## src/rtl/invader_pkg.sv

```systemverilog
// ----------------------------------------------------------------------------
// invader_pkg
// Shared definitions for the invader sprite renderer:
//   - default sprite bitmap dimensions (SPR_W_DEF x SPR_H_DEF)
//   - foreground, background and bounding-box colour constants
//   - rgb4_t, a packed 4-bit-per-channel colour
//   - the two 16x8 animation bitmaps and a lookup helper
// Bitmap rows are 16-bit words; column 0 is the MSB of each word.
// ----------------------------------------------------------------------------
package invader_pkg;

  localparam int SPR_W_DEF = 16;
  localparam int SPR_H_DEF = 8;

  typedef struct packed {
    logic [3:0] r;
    logic [3:0] g;
    logic [3:0] b;
  } rgb4_t;

  localparam logic [3:0] FG_R   = 4'hF;
  localparam logic [3:0] FG_G   = 4'hF;
  localparam logic [3:0] FG_B   = 4'hF;
  localparam logic [3:0] BG_R   = 4'h1;
  localparam logic [3:0] BG_G   = 4'h3;
  localparam logic [3:0] BG_B   = 4'h7;
  localparam logic [3:0] BBOX_R = 4'hF;
  localparam logic [3:0] BBOX_G = 4'h0;
  localparam logic [3:0] BBOX_B = 4'h0;

  localparam rgb4_t FG_RGB    = '{r: FG_R,   g: FG_G,   b: FG_B};
  localparam rgb4_t BG_RGB    = '{r: BG_R,   g: BG_G,   b: BG_B};
  localparam rgb4_t BBOX_RGB  = '{r: BBOX_R, g: BBOX_G, b: BBOX_B};
  localparam rgb4_t BLACK_RGB = '{r: 4'h0,   g: 4'h0,   b: 4'h0};

  // Animation frame A: legs tucked in.
  localparam logic [15:0] SPRITE_A [SPR_H_DEF] = '{
    16'h0810,
    16'h0420,
    16'h0FF0,
    16'h1BD8,
    16'h3FFC,
    16'h2FF4,
    16'h2814,
    16'h0660
  };

  // Animation frame B: arms raised, legs spread.
  localparam logic [15:0] SPRITE_B [SPR_H_DEF] = '{
    16'h0810,
    16'h2424,
    16'h2FF4,
    16'h3BDC,
    16'h3FFC,
    16'h0FF0,
    16'h0810,
    16'h1008
  };

  // Looks up one bitmap bit; column 0 is the leftmost pixel, stored in the MSB.
  function automatic logic sprite_bit(input logic       anim,
                                      input logic [2:0] row,
                                      input logic [3:0] col);
    logic [15:0] word;
    word = anim ? SPRITE_B[row] : SPRITE_A[row];
    return word[4'd15 - col];
  endfunction

endpackage

```

## src/rtl/sprite_pos_latch.sv

```systemverilog
// ----------------------------------------------------------------------------
// sprite_pos_latch
// Holds the sprite position requested by game logic and commits it to the
// renderer only at the start of vertical blank, so a frame is never drawn with
// two different positions. Also runs the animation frame counter.
//
// Ports:
//   clk_pix, rst_pix  pixel clock, synchronous active-high reset
//   sx, sy            raster position (stage-0), used to spot the commit event
//   pos_x, pos_y      requested sprite top-left corner
//   pos_valid         single-cycle strobe capturing pos_x/pos_y
//   cx, cy            committed sprite position used for drawing
//   anim              animation bitmap select
// ----------------------------------------------------------------------------
module sprite_pos_latch #(
  parameter int CORDW       = 10,
  parameter int V_RES       = 480,
  parameter int ANIM_FRAMES = 30
) (
  input  logic             clk_pix,
  input  logic             rst_pix,
  input  logic [CORDW-1:0] sx,
  input  logic [CORDW-1:0] sy,
  input  logic [CORDW-1:0] pos_x,
  input  logic [CORDW-1:0] pos_y,
  input  logic             pos_valid,
  output logic [CORDW-1:0] cx,
  output logic [CORDW-1:0] cy,
  output logic             anim
);

  localparam int CNT_W = (ANIM_FRAMES > 1) ? $clog2(ANIM_FRAMES) : 1;
  localparam logic [CNT_W-1:0] CNT_LAST = CNT_W'(ANIM_FRAMES - 1);

  logic [CORDW-1:0] pend_x;
  logic [CORDW-1:0] pend_y;
  logic [CNT_W-1:0] frame_cnt;
  logic             commit;

  // The first pixel of the first blanking line marks the frame boundary.
  assign commit = (sx == '0) && (sy == CORDW'(V_RES));

  // Pending position follows every strobe. At the frame boundary the committed
  // position takes the pending value, or the strobed value directly when the
  // strobe lands on the same cycle, so a late update is not lost for a frame.
  always_ff @(posedge clk_pix) begin
    if (rst_pix) begin
      pend_x <= '0;
      pend_y <= '0;
      cx     <= '0;
      cy     <= '0;
    end else begin
      if (pos_valid) begin
        pend_x <= pos_x;
        pend_y <= pos_y;
      end
      if (commit) begin
        cx <= pos_valid ? pos_x : pend_x;
        cy <= pos_valid ? pos_y : pend_y;
      end
    end
  end

  // Counts frames at each boundary; on reaching the last count it wraps and
  // flips the bitmap select, so one bitmap is shown for ANIM_FRAMES frames.
  always_ff @(posedge clk_pix) begin
    if (rst_pix) begin
      frame_cnt <= '0;
      anim      <= 1'b0;
    end else if (commit) begin
      if (frame_cnt == CNT_LAST) begin
        frame_cnt <= '0;
        anim      <= ~anim;
      end else begin
        frame_cnt <= frame_cnt + 1'b1;
      end
    end
  end

endmodule

```

## src/rtl/invader_sprite_renderer.sv

```systemverilog
// ----------------------------------------------------------------------------
// invader_sprite_renderer
// Pixel-pipeline stage that draws one scaled, two-frame animated invader over
// a flat background. Fixed latency of 2 pixel clocks; sync and data enable are
// delayed to stay aligned with the colour.
//
// Ports:
//   clk_pix, rst_pix         pixel clock, synchronous active-high reset
//   sx, sy                   raster position from the display controller
//   hsync, vsync, de         timing from the display controller
//   pos_x, pos_y, pos_valid  sprite position update from game logic
//   hsync_o, vsync_o, de_o   timing delayed by 2 cycles
//   r_o, g_o, b_o            4-bit colour
//
// Build option: define SPRITE_BBOX_EN to outline the scaled sprite box with a
// 1-pixel red border drawn over the bitmap.
// ----------------------------------------------------------------------------
module invader_sprite_renderer
  import invader_pkg::*;
#(
  parameter int CORDW       = 10,
  parameter int V_RES       = 480,
  parameter int SPR_W       = SPR_W_DEF,
  parameter int SPR_H       = SPR_H_DEF,
  parameter int SCALE_LOG2  = 2,
  parameter int ANIM_FRAMES = 30
) (
  input  logic             clk_pix,
  input  logic             rst_pix,
  input  logic [CORDW-1:0] sx,
  input  logic [CORDW-1:0] sy,
  input  logic             hsync,
  input  logic             vsync,
  input  logic             de,
  input  logic [CORDW-1:0] pos_x,
  input  logic [CORDW-1:0] pos_y,
  input  logic             pos_valid,
  output logic             hsync_o,
  output logic             vsync_o,
  output logic             de_o,
  output logic [3:0]       r_o,
  output logic [3:0]       g_o,
  output logic [3:0]       b_o
);

  localparam int COL_W = $clog2(SPR_W);
  localparam int ROW_W = $clog2(SPR_H);
  localparam logic [CORDW:0] BOX_W = (CORDW+1)'(SPR_W << SCALE_LOG2);
  localparam logic [CORDW:0] BOX_H = (CORDW+1)'(SPR_H << SCALE_LOG2);

  logic [CORDW-1:0] cx;
  logic [CORDW-1:0] cy;
  logic             anim;

  logic [CORDW:0]   dx_c;
  logic [CORDW:0]   dy_c;
  logic             in_spr_c;

  logic [CORDW:0]   s1_dx;
  logic [CORDW:0]   s1_dy;
  logic             s1_in_spr;
  logic             s1_hsync;
  logic             s1_vsync;
  logic             s1_de;

  logic [COL_W-1:0] col;
  logic [ROW_W-1:0] row;
  logic             spr_bit;
  rgb4_t            pix;

  sprite_pos_latch #(
    .CORDW       (CORDW),
    .V_RES       (V_RES),
    .ANIM_FRAMES (ANIM_FRAMES)
  ) u_pos_latch (
    .clk_pix   (clk_pix),
    .rst_pix   (rst_pix),
    .sx        (sx),
    .sy        (sy),
    .pos_x     (pos_x),
    .pos_y     (pos_y),
    .pos_valid (pos_valid),
    .cx        (cx),
    .cy        (cy),
    .anim      (anim)
  );

  // Offsets are one bit wider than the coordinates so that a sprite placed
  // near the right/bottom edge clips instead of wrapping back to the left/top.
  assign dx_c = {1'b0, sx} - {1'b0, cx};
  assign dy_c = {1'b0, sy} - {1'b0, cy};

  // The explicit sx>=cx / sy>=cy tests reject pixels left of or above the
  // sprite, whose offsets would otherwise wrap to large positive values.
  always_comb begin
    in_spr_c = (sx >= cx) && (dx_c < BOX_W) && (sy >= cy) && (dy_c < BOX_H);
  end

  // Stage 1 captures the sprite-relative offsets, the hit test and the timing
  // signals. Syncs reset high because the 640x480 mode uses negative sync.
  always_ff @(posedge clk_pix) begin
    if (rst_pix) begin
      s1_dx     <= '0;
      s1_dy     <= '0;
      s1_in_spr <= 1'b0;
      s1_hsync  <= 1'b1;
      s1_vsync  <= 1'b1;
      s1_de     <= 1'b0;
    end else begin
      s1_dx     <= dx_c;
      s1_dy     <= dy_c;
      s1_in_spr <= in_spr_c;
      s1_hsync  <= hsync;
      s1_vsync  <= vsync;
      s1_de     <= de;
    end
  end

  // Dropping the scale bits turns screen offsets into bitmap coordinates.
  assign col     = s1_dx[SCALE_LOG2 +: COL_W];
  assign row     = s1_dy[SCALE_LOG2 +: ROW_W];
  assign spr_bit = sprite_bit(anim, row, col);

`ifdef SPRITE_BBOX_EN
  logic on_edge;

  // A pixel sits on the outline when its offset is at either end of the box
  // in either direction; only meaningful while inside the box.
  assign on_edge = (s1_dx == '0) || (s1_dx == BOX_W - 1'b1) ||
                   (s1_dy == '0) || (s1_dy == BOX_H - 1'b1);

  // Colour priority: blanking is black, then outline, then bitmap, then
  // background.
  always_comb begin
    pix = BLACK_RGB;
    if (s1_de) begin
      pix = BG_RGB;
      if (s1_in_spr && on_edge) begin
        pix = BBOX_RGB;
      end else if (s1_in_spr && spr_bit) begin
        pix = FG_RGB;
      end
    end
  end
`else
  logic unused_offset_bits;

  // Only the bitmap-index slices of the offsets feed the colour in this build.
  assign unused_offset_bits = ^{s1_dx, s1_dy};

  // Colour priority: blanking is black, then bitmap, then background.
  always_comb begin
    pix = BLACK_RGB;
    if (s1_de) begin
      pix = BG_RGB;
      if (s1_in_spr && spr_bit) begin
        pix = FG_RGB;
      end
    end
  end
`endif

  // Stage 2 registers the final colour together with the twice-delayed
  // timing so the output registers see one aligned pixel per clock.
  always_ff @(posedge clk_pix) begin
    if (rst_pix) begin
      r_o     <= 4'h0;
      g_o     <= 4'h0;
      b_o     <= 4'h0;
      hsync_o <= 1'b1;
      vsync_o <= 1'b1;
      de_o    <= 1'b0;
    end else begin
      r_o     <= pix.r;
      g_o     <= pix.g;
      b_o     <= pix.b;
      hsync_o <= s1_hsync;
      vsync_o <= s1_vsync;
      de_o    <= s1_de;
    end
  end

endmodule

```

## config.mk

```make
export PLATFORM = sky130hd
export DESIGN_NAME = invader_sprite_renderer
export DESIGN_NICKNAME = d
export VERILOG_FILES = /design/src/rtl/invader_pkg.sv /design/src/rtl/sprite_pos_latch.sv /design/src/rtl/invader_sprite_renderer.sv
export SDC_FILE = /design/constraint.sdc
export NUM_CORES = 1
export LEC_CHECK = 0
export ABC_AREA = 1
export BUFFER_PORTS_ARGS = -buffer_cell sky130_fd_sc_hd__buf_2
export CORE_ASPECT_RATIO = 0.8
export CORE_MARGIN = 4
export CORE_UTILIZATION = 45
export DETAILED_ROUTE_END_ITERATION = 6
export PLACE_DENSITY = 0.77
export SKIP_CTS_REPAIR_TIMING = 1
export SYNTH_ARGS = -nofsm -noshare
export SYNTH_HDL_FRONTEND = slang
export SYNTH_SLANG_ARGS = --single-unit
export TNS_END_PERCENT = 20
```

## constraint.sdc

```tcl
create_clock -name clk_pix -period 1.9 [get_ports clk_pix]
set_clock_uncertainty 0.15 [all_clocks]
set_input_delay 0.095 -clock clk_pix [delete_from_list [all_inputs] [get_ports clk_pix]]
set_output_delay 0.095 -clock clk_pix [all_outputs]
set_load 0.005 [all_outputs]
```

==> summary.md, run 1 <==
| Metric | Value |
|---|---|
| Status | `finished with violations` |
| Failing checks | `hold timing` |
| Ys Warns | `0` |
| Synth Area in Compound Gates | `0.152` |
| # Max-Cap Violations | `0` |
| Post-DP HPWL | `6.91 mm` |
| Drt first pass iters | `5` |
| PortBufs | `60` |
| Main combinational cell family by area after synthesis | `simple AND/OR/NAND/NOR gates` |
| Synthesized flop and latch total | `62` |
| Fin crit share | `0.998` |
| Worst slew pin tran | `0.558 ns` |
| Die H | `90.4 µm` |
| Hold path start | `pos_y[7]` |
| Worst hold path type | `in -> reg` |
| Fin Setup TNS | `0 ns` |
| Die area | `10000 µm²` |
| Hold EP | `u_pos_latch.pend_y[7]` |
| Post-route cell area | `4650 µm²` |
| Hold depth | `5` |
| # rows | `29` |
| Startpoint types | `flip-flop` |
| Reg2reg end | `s1_in_spr` |
| CP arrival | `2.02 ns` |
| CTS max path bufs | `2` |
| Post-Synth Simple-Gate Area | `0.270` |
| CTS Buf Count | `9` |
| Tot Pwr | `0.00300 W` |
| Total Wirelength | `9.52 mm` |
| Total GRT Usage | `0.181` |
| Antenna viol nets, final | `0` |
| Routability cong. | `0.921` |
| Multi-input logic area | `2140 µm²` |
| Drt drc | `0` |
| Endpoint type of the worst setup path | `flip-flop` |
| Placed insts | `736` |
| CORE AREA | `8090 µm²` |
| Placed Area | `4150 µm²` |
| Final worst path period need | `1.90 ns` |
| Initial Utilization | `0.472` |
| Post-synth EDFFs | `0` |
| XOR/XNOR Fraction of Synth Area | `0.00918` |
| Nets | `730` |
| Post-synth top area share | `0.325` |
| CTS Sinks | `62` |
| Vias in the first global route | `3403` |
| Antenna diodes | `0` |
| Multiplexer share of the synthesized area | `0` |
| Pwr Density | `646 nW/µm²` |
| FF/Latch Area | `1240 µm²` |
| Drt initial violations | `189` |
| Via count | `3769` |
| Critical path class | `reg -> reg` |
| Flop-to-flop setup slack | `0.004 ns` |
| Crit-path max FO | `5` |
| Die X | `111 µm` |
| Synthesized area | `3820 µm²` |
| Hold Vio Cnt, Final | `9` |
| Vias/cell | `4.90` |
| Layout cells sized above 1 | `0.177` |
| Largest net degree at the start of global routing | `43` |
| Area leader, netlist | `dfxtp_1` |
| Synth-to-layout area growth | `21.9%` |
| Top-count cell post-synth | `nand2_1` |
| Antenna violations before repair | `0` |
| I/O pin total | `61` |
| Filler cell count | `742` |
| First-pass GRT wire length | `15.2 mm` |
| Root buf cell | `clkbuf_8` |
| Final Instance Count excl. Fillers | `769` |
| Post-Synth Adder-Cell Area | `0.0918` |
| Synth Instances | `590` |
| VDD IR max | `0.478 mV` |
| Syn_nets | `664` |
| Yosys cell types | `30` |
| Avg Inst Size Synth | `6.47 µm²` |
| Sequential share of the synthesized area | `0.325` |
| Total congestion overflow | `0` |
| Insertion delay to the later sink of the worst-skew pair | `0.35 ns` |
| WP data required | `2.02 ns` |
| Unrepaired setup endpoints after global routing | `true` |
| Drt wl/cell | `12.4 µm` |
| Post-synth ARST share | `0` |
| Hold_ws | `-0.0560 ns` |
| Worst-path clk slew | `0.09 ns` |
| Max Fclk | `528 MHz` |
| CTS H-tree lvls | `3` |
| # setup viols final | `0` |
| Top cells by area, synth | `dfxtp_1 (33%), nand2_1 (13%), inv_1 (12%), ha_1 (9.2%), a21oi_1 (6.0%)` |
| CTS tree | `yes` |
| Leakage | `2.35 nW` |
| Worst R2R Path Depth | `9` |
| Most frequent cells after synthesis | `nand2_1 (128), inv_1 (118), dfxtp_1 (62), nor2_1 (59)` |
| Dominant synthesized flop cell | `dfxtp_1` |
| Final count of pins violating max slew | `0` |
| Reg-to-Reg Start | `u_pos_latch.cx[4]` |
| Slew HR | `0.628` |
==> how the worst max path moves through the flow <==
stage,start,endpoint,slack [ns],cells past startpoint
3_3_place_gp,u_pos_latch.cy[3],s1_in_spr,0.03,11
2_1_floorplan,u_pos_latch.cx[5],s1_in_spr,0.24,11
3_5_place_dp,u_pos_latch.cx[6],s1_in_spr,0.06,10
4_1_cts,u_pos_latch.cx[6],s1_in_spr,-0.002,10
5_1_grt,u_pos_latch.cy[1],s1_in_spr,-0.12,13
6_report,u_pos_latch.cx[4],s1_in_spr,0.004,9
==> report_power, final <==
group	internal (W)	switching, W
registers	0.00135	0.0000236
clock network	0.000497	0.000599
logic	0.000225	0.000313
==> per-layer routing <==
layer	wire length, µm	track usage	vias up
met5	0	0	-
met4	242	0.0636	0
met3	572	0.0482	25
met2	4280	0.290	130
met1	4430	0.235	1640
li1	-	-	1974
==> through the flow <==
stage                     utilization  setup WS [ns]  hold WS [ns]
after floorplan                     -          0.240        0.0488
after global placement          0.513         0.0320         0.130
after detailed placement        0.513         0.0586         0.134
after CTS                       0.535       -0.00249        -0.238
after global routing            0.575         -0.124       -0.0120
final                           0.575        0.00445       -0.0560
==> cells by family (layout without fill, tap and decap cells) <==
kind of cell             Yosys count  after routing
buffers and inverters            143            214
AO/OA/AOI/OAI                    110            110
adder cells (fa/ha/maj)           28             28
flip-flops                        62             62
XOR/XNOR                           4              4
AND/OR/NAND/NOR                  243            243
==> cell type report <==
type / count / share of cell area
repair buffers: 80 / 0.109
well taps: 108 / 0.0290
flip-flops and latches: 62 / 0.267
inverters: 118 / 0.0952
clock buffers: 9 / 0.0266
clock inverters: 7 / 0.0132
multi-input cells: 385 / 0.460
==> critical path: stages (launching register included) <==
cell and delay [ns]:
dfxtp_1 0.30, inv_1 0.12, ha_4 0.24, a21oi_1 0.28
nor2_1 0.09, nor2_1 0.15, o21ai_0 0.13, xnor2_1 0.16
nand3_1 0.09, nor2_1 0.11
==> sequential cells by signal (all words and copies together) (netlist names) <==
| register | count |
|---|---|
| u_pos_latch.pend_x | 10 |
| hsync_o | 1 |
| u_pos_latch.cx | 10 |
| u_pos_latch.frame_cnt | 5 |
| s1_dy | 3 |
| s1_vsync | 1 |
| de_o | 1 |
| u_pos_latch.anim | 1 |
| s1_de | 1 |
| vsync_o | 1 |
| u_pos_latch.pend_y | 10 |
| s1_in_spr | 1 |
| s1_hsync | 1 |
| u_pos_latch.cy | 10 |
| r_o | 2 |
| s1_dx | 4 |
==> cell usage in the layout (no fill, tap or decap), types with 2 or more instances in the layout <==
master	instances
nand2_1	125
o21a_1	3
inv_6	3
nand2_2	5
xor2_1	3
ha_2	3
ha_1	17
clkinvlp_4	2
buf_2	60
nor3_1	3
nor3_2	2
or2_2	6
a21oi_1	42
a21oi_2	4
ha_4	8
buf_4	2
clkbuf_8	9
dlygate4sd3_1	17
nand3_1	29
o211ai_1	3
nor2_1	55
o21ai_1	6
nor2_2	5
o21ai_0	46
dfxtp_1	61
nor4_1	2
inv_1	118
nand4_1	7
o21bai_1	3
Note: power is estimated with default switching activity, not from simulation.
==> run 2, diff against run 1 <==
--- a/config.mk
+++ b/config.mk
@@ -9,11 +9,12 @@
 export BUFFER_PORTS_ARGS = -buffer_cell sky130_fd_sc_hd__buf_2
 export CORE_ASPECT_RATIO = 0.8
 export CORE_MARGIN = 4
-export CORE_UTILIZATION = 45
+export CORE_UTILIZATION = 35
 export DETAILED_ROUTE_END_ITERATION = 6
-export PLACE_DENSITY = 0.77
+export PLACE_DENSITY = 0.65
 export SKIP_CTS_REPAIR_TIMING = 1
 export SYNTH_ARGS = -nofsm -noshare
 export SYNTH_HDL_FRONTEND = slang
+export SYNTH_HIERARCHICAL = 1
 export SYNTH_SLANG_ARGS = --single-unit
 export TNS_END_PERCENT = 20
==> summary.md, run 2 <==
| Metric | Value |
|---|---|
| Die area | `13200 µm² (+32%)` |
| I/O pin total | `61 (unchanged)` |
| Die X | `127 µm (+15%)` |
| Hold Vio Cnt, Final | `12 (+3)` |
| Hold_ws | `-0.0202 ns (+0.0358 ns)` |
| CTS max path bufs | `2 (unchanged)` |
| Top cells by area, synth | `dfxtp_1 (31%), nand2_1 (18%), nor2_1 (11%), inv_1 (9.9%), ha_1 (8.8%)` |
| Worst R2R Path Depth | `11 (+2)` |
| Commonest cells after routing, fill and taps aside | `nand2_1 (183), nor2_1 (113), inv_1 (105), dfxtp_1 (60), buf_2 (60)` |
| Syn_nets | `724 (+9.0%)` |
| Comb power frac | `0.139 (-0.040)` |
| Pwr Density | `746 nW/µm² (+15%)` |
| Commonest non-fill, non-tap cell in the layout | `nand2_1` |
| Initial Utilization | `0.363 (-0.109)` |
| Startpoint types | `flip-flop` |
| Status | `finished with violations` |
| Reg-to-Reg Start | `u_pos_latch/cy[5]` |
| VDD IR max | `0.616 mV (+29%)` |
| Post-synth EDFFs | `0 (unchanged)` |
| Sequential power share | `0.376 (-0.080)` |
| Largest net degree at the start of global routing | `42 (-2.3%)` |
| Crit-path max FO | `5 (unchanged)` |
| CTS Buf Count | `9 (unchanged)` |
| Vias/cell | `4.36 (-11%)` |
| Pint | `0.00271 W (+31%)` |
| # rows | `34 (+17%)` |
| Psw | `0.000937 W (+0.19%)` |
| Synthesized area | `4000 µm² (+4.8%)` |
| Filler cell count | `1149 (+55%)` |
| Failing checks | `hold timing` |
| Sequential share of the synthesized area | `0.310 (-0.0148)` |
| Hold depth | `5 (unchanged)` |
| Final count of pins violating max slew | `0 (unchanged)` |
| CP bufs+invs | `2 (+1)` |
| Ys Warns | `6 (+6)` |
| Routability cong. | `0.908 (-1.4%)` |
| Slew HR | `0.627 (about the same)` |
| Worst path slowest cell | `dfxtp_1` |
| Via count | `3720 (-1.3%)` |
| Vias in the first global route | `3363 (-1.2%)` |
| Avg Inst Size Synth | `6.15 µm² (-4.9%)` |
| Placed Area | `4350 µm² (+4.9%)` |
| Synth-to-layout area growth | `22.2%` |
| Placed insts | `833 (+13%)` |
| Total congestion overflow | `0 (unchanged)` |
| Drt initial violations | `145 (-23%)` |
| Leakage | `2.44 nW (+3.8%)` |
| Post-synth top area share | `0.310 (-0.0148)` |
| Flop-to-flop setup slack | `0.16 ns (+0.16 ns)` |
| Worst hold path type | `in -> reg` |
| Yosys cell types | `33 (+10%)` |
| Antenna violations before repair | `0 (unchanged)` |
| CP arrival | `1.85 ns (-0.17 ns)` |
| Fin crit share | `0.914 (-0.0839)` |
| Net Sw Frac | `0.257 (-0.0541)` |
| Clk pwr share | `0.485 (+0.120)` |
| Crit path top cell by count | `nand2_1` |
| CTS Sinks | `62 (unchanged)` |
| PortBufs | `60 (unchanged)` |
| Antenna viol nets, final | `0 (unchanged)` |
| Total GRT Usage | `0.138 (-0.0430)` |
| # Max-Cap Violations | `0 (unchanged)` |
| Post-DP HPWL | `6.88 mm (-0.33%)` |
| Critical path class | `reg -> reg` |
| CORE AREA | `11000 µm² (+36%)` |
| WP data required | `2.01 ns (about the same)` |
| Total Wirelength | `9.01 mm (-5.4%)` |
| Nets | `779 (+6.7%)` |
| CP cell instances | `inv_1 -> ha_4 -> nand2_1 -> inv_1 -> nand2_1 -> nand2_1 -> nor2_2 -> o21ai_1 -> nor2_1 -> nand4_1 -> nor2_1` |
| Layout cells sized above 1 | `0.183 (+0.00609)` |
| Post-route cell area | `4890 µm² (+5.0%)` |
| Endpoint type of the worst setup path | `flip-flop` |
| Crit path max-delay family | `simple AND/OR/NAND/NOR gates` |
| Synth Instances | `650 (+10%)` |
| Area leader, netlist | `dfxtp_1` |
| Root buf cell | `clkbuf_16` |
| Drt drc | `0 (unchanged)` |
| Synthesized flop and latch total | `62 (unchanged)` |
| Die H | `104 µm (+15%)` |
| Top-count cell post-synth | `nand2_1` |
| Most frequent cells after synthesis | `nand2_1 (187), nor2_1 (117), inv_1 (105), dfxtp_1 (62), o21ai_0 (34)` |
| Post-synth ARST share | `0 (unchanged)` |
| # setup viols final | `0 (unchanged)` |
| Hold path start | `pos_y[8]` |
| CTS tree | `yes` |
| Hold EP | `u_pos_latch/pend_y[8]` |
| Drt first pass iters | `4 (-1)` |
| Fin Setup TNS | `0 ns (unchanged)` |
| Worst-path clk slew | `0.06 ns (-0.03 ns)` |
| Antenna diodes | `0 (unchanged)` |
| CTS H-tree lvls | `3 (unchanged)` |
| Slowest stage delay, CP | `0.33 ns (+0.03 ns)` |
| Worst slew pin tran | `0.559 ns (+0.000759 ns)` |
| Drt wl/cell | `10.5 µm (-15%)` |
| First-pass GRT wire length | `15.2 mm (+0.22%)` |
| Max Fclk | `576 MHz (+9.2%)` |
| Insertion delay to the later sink of the worst-skew pair | `0.33 ns (-0.02 ns)` |
| Final worst path period need | `1.74 ns (-0.159 ns)` |
| Dominant synthesized flop cell | `dfxtp_1` |
| Reg2reg end | `s1_in_spr` |
| Final Instance Count excl. Fillers | `854 (+11%)` |
## run 2: cell count changes in the layout (fill, tap and decap cells not counted), moves of 3 or more
cell           delta
a21oi_1          -23
clkbuf_16         +9
clkbuf_8          -9
dlygate4sd3_1    -13
inv_1            -13
inv_2             +3
nand2_1          +58
nand2_2           +5
nor2_1           +58
nor2_2            +4
o21ai_0          -13
o21ai_1           -4
o21bai_1          -3
## run 2: kinds of logic after synthesis
group	count (synthesis)	synth area share
adders and majority gates	28	0.0876
xor gates and xnor gates	2	0.00438
AOI/OAI and AO/OA	62	0.0808
buffers and inverters	134	0.144
and+or+nand+nor	362	0.373
DFF	62	0.310
## run 2: power by group through the flow
stage	Combinational, W	Sequential (W)	Clock (W)
final	0.000508	0.00137	0.00177
after global routing	0.000591	0.00138	0.00187
after CTS	0.000467	0.00137	0.00182
after detailed placement	0.000464	0.00140	0
after global placement	0.000464	0.00140	0
after floorplan	0.000335	0.00139	0
## run 2: worst max path at each step
stage,cells after the start,start,endpoint
6_report,11,u_pos_latch/cy[5],s1_in_spr
5_1_grt,11,u_pos_latch/cy[5],s1_in_spr
4_1_cts,9,u_pos_latch/cy[5],s1_in_spr
3_5_place_dp,9,u_pos_latch/cy[5],s1_in_spr
3_3_place_gp,9,u_pos_latch/cy[5],s1_in_spr
2_1_floorplan,12,u_pos_latch/cx[4],s1_in_spr
## run 2: worst register-to-register path, delay by kind of cell (launching register included)
kind / cells / cell delay, ns
DFF: 1 / 0.33
and+or+nand+nor: 7 / 0.75
buffers and inverters: 2 / 0.13
adders and majority gates: 1 / 0.24
AOI/OAI and AO/OA: 1 / 0.08
## run 2: stage by stage
| step | setup WS (ns) | utilization | power [W] |
|---|---|---|---|
| 2_1_floorplan | 0.304 | - | 0.00173 |
| 6_report | 0.164 | 0.443 | 0.00364 |
| 3_5_place_dp | 0.0954 | 0.395 | 0.00186 |
| 5_1_grt | -0.0102 | 0.443 | 0.00383 |
| 4_1_cts | 0.0852 | 0.424 | 0.00365 |
| 3_3_place_gp | 0.0221 | 0.395 | 0.00186 |
## run 2: final cells by class
cell class / instances / area [µm²] / share of cell area
clock buffer: 9 / 225 / 0.0461
clock inverter: 7 / 97.6 / 0.0200
inverter: 110 / 414 / 0.0848
multi-input combinational: 454 / 2340 / 0.479
sequential: 62 / 1240 / 0.255
tap: 144 / 180 / 0.0369
timing repair buffer: 68 / 383 / 0.0784
## run 2: metal layers
layer	routed length, µm	track usage	vias to the layer above	part of all wire
li1	-	-	2078	-
met2	3750	0.207	65	0.42
met5	0	0	-	0
met4	161	0.0436	0	0.018
met1	4680	0.191	1564	0.52
met3	412	0.0386	13	0.046
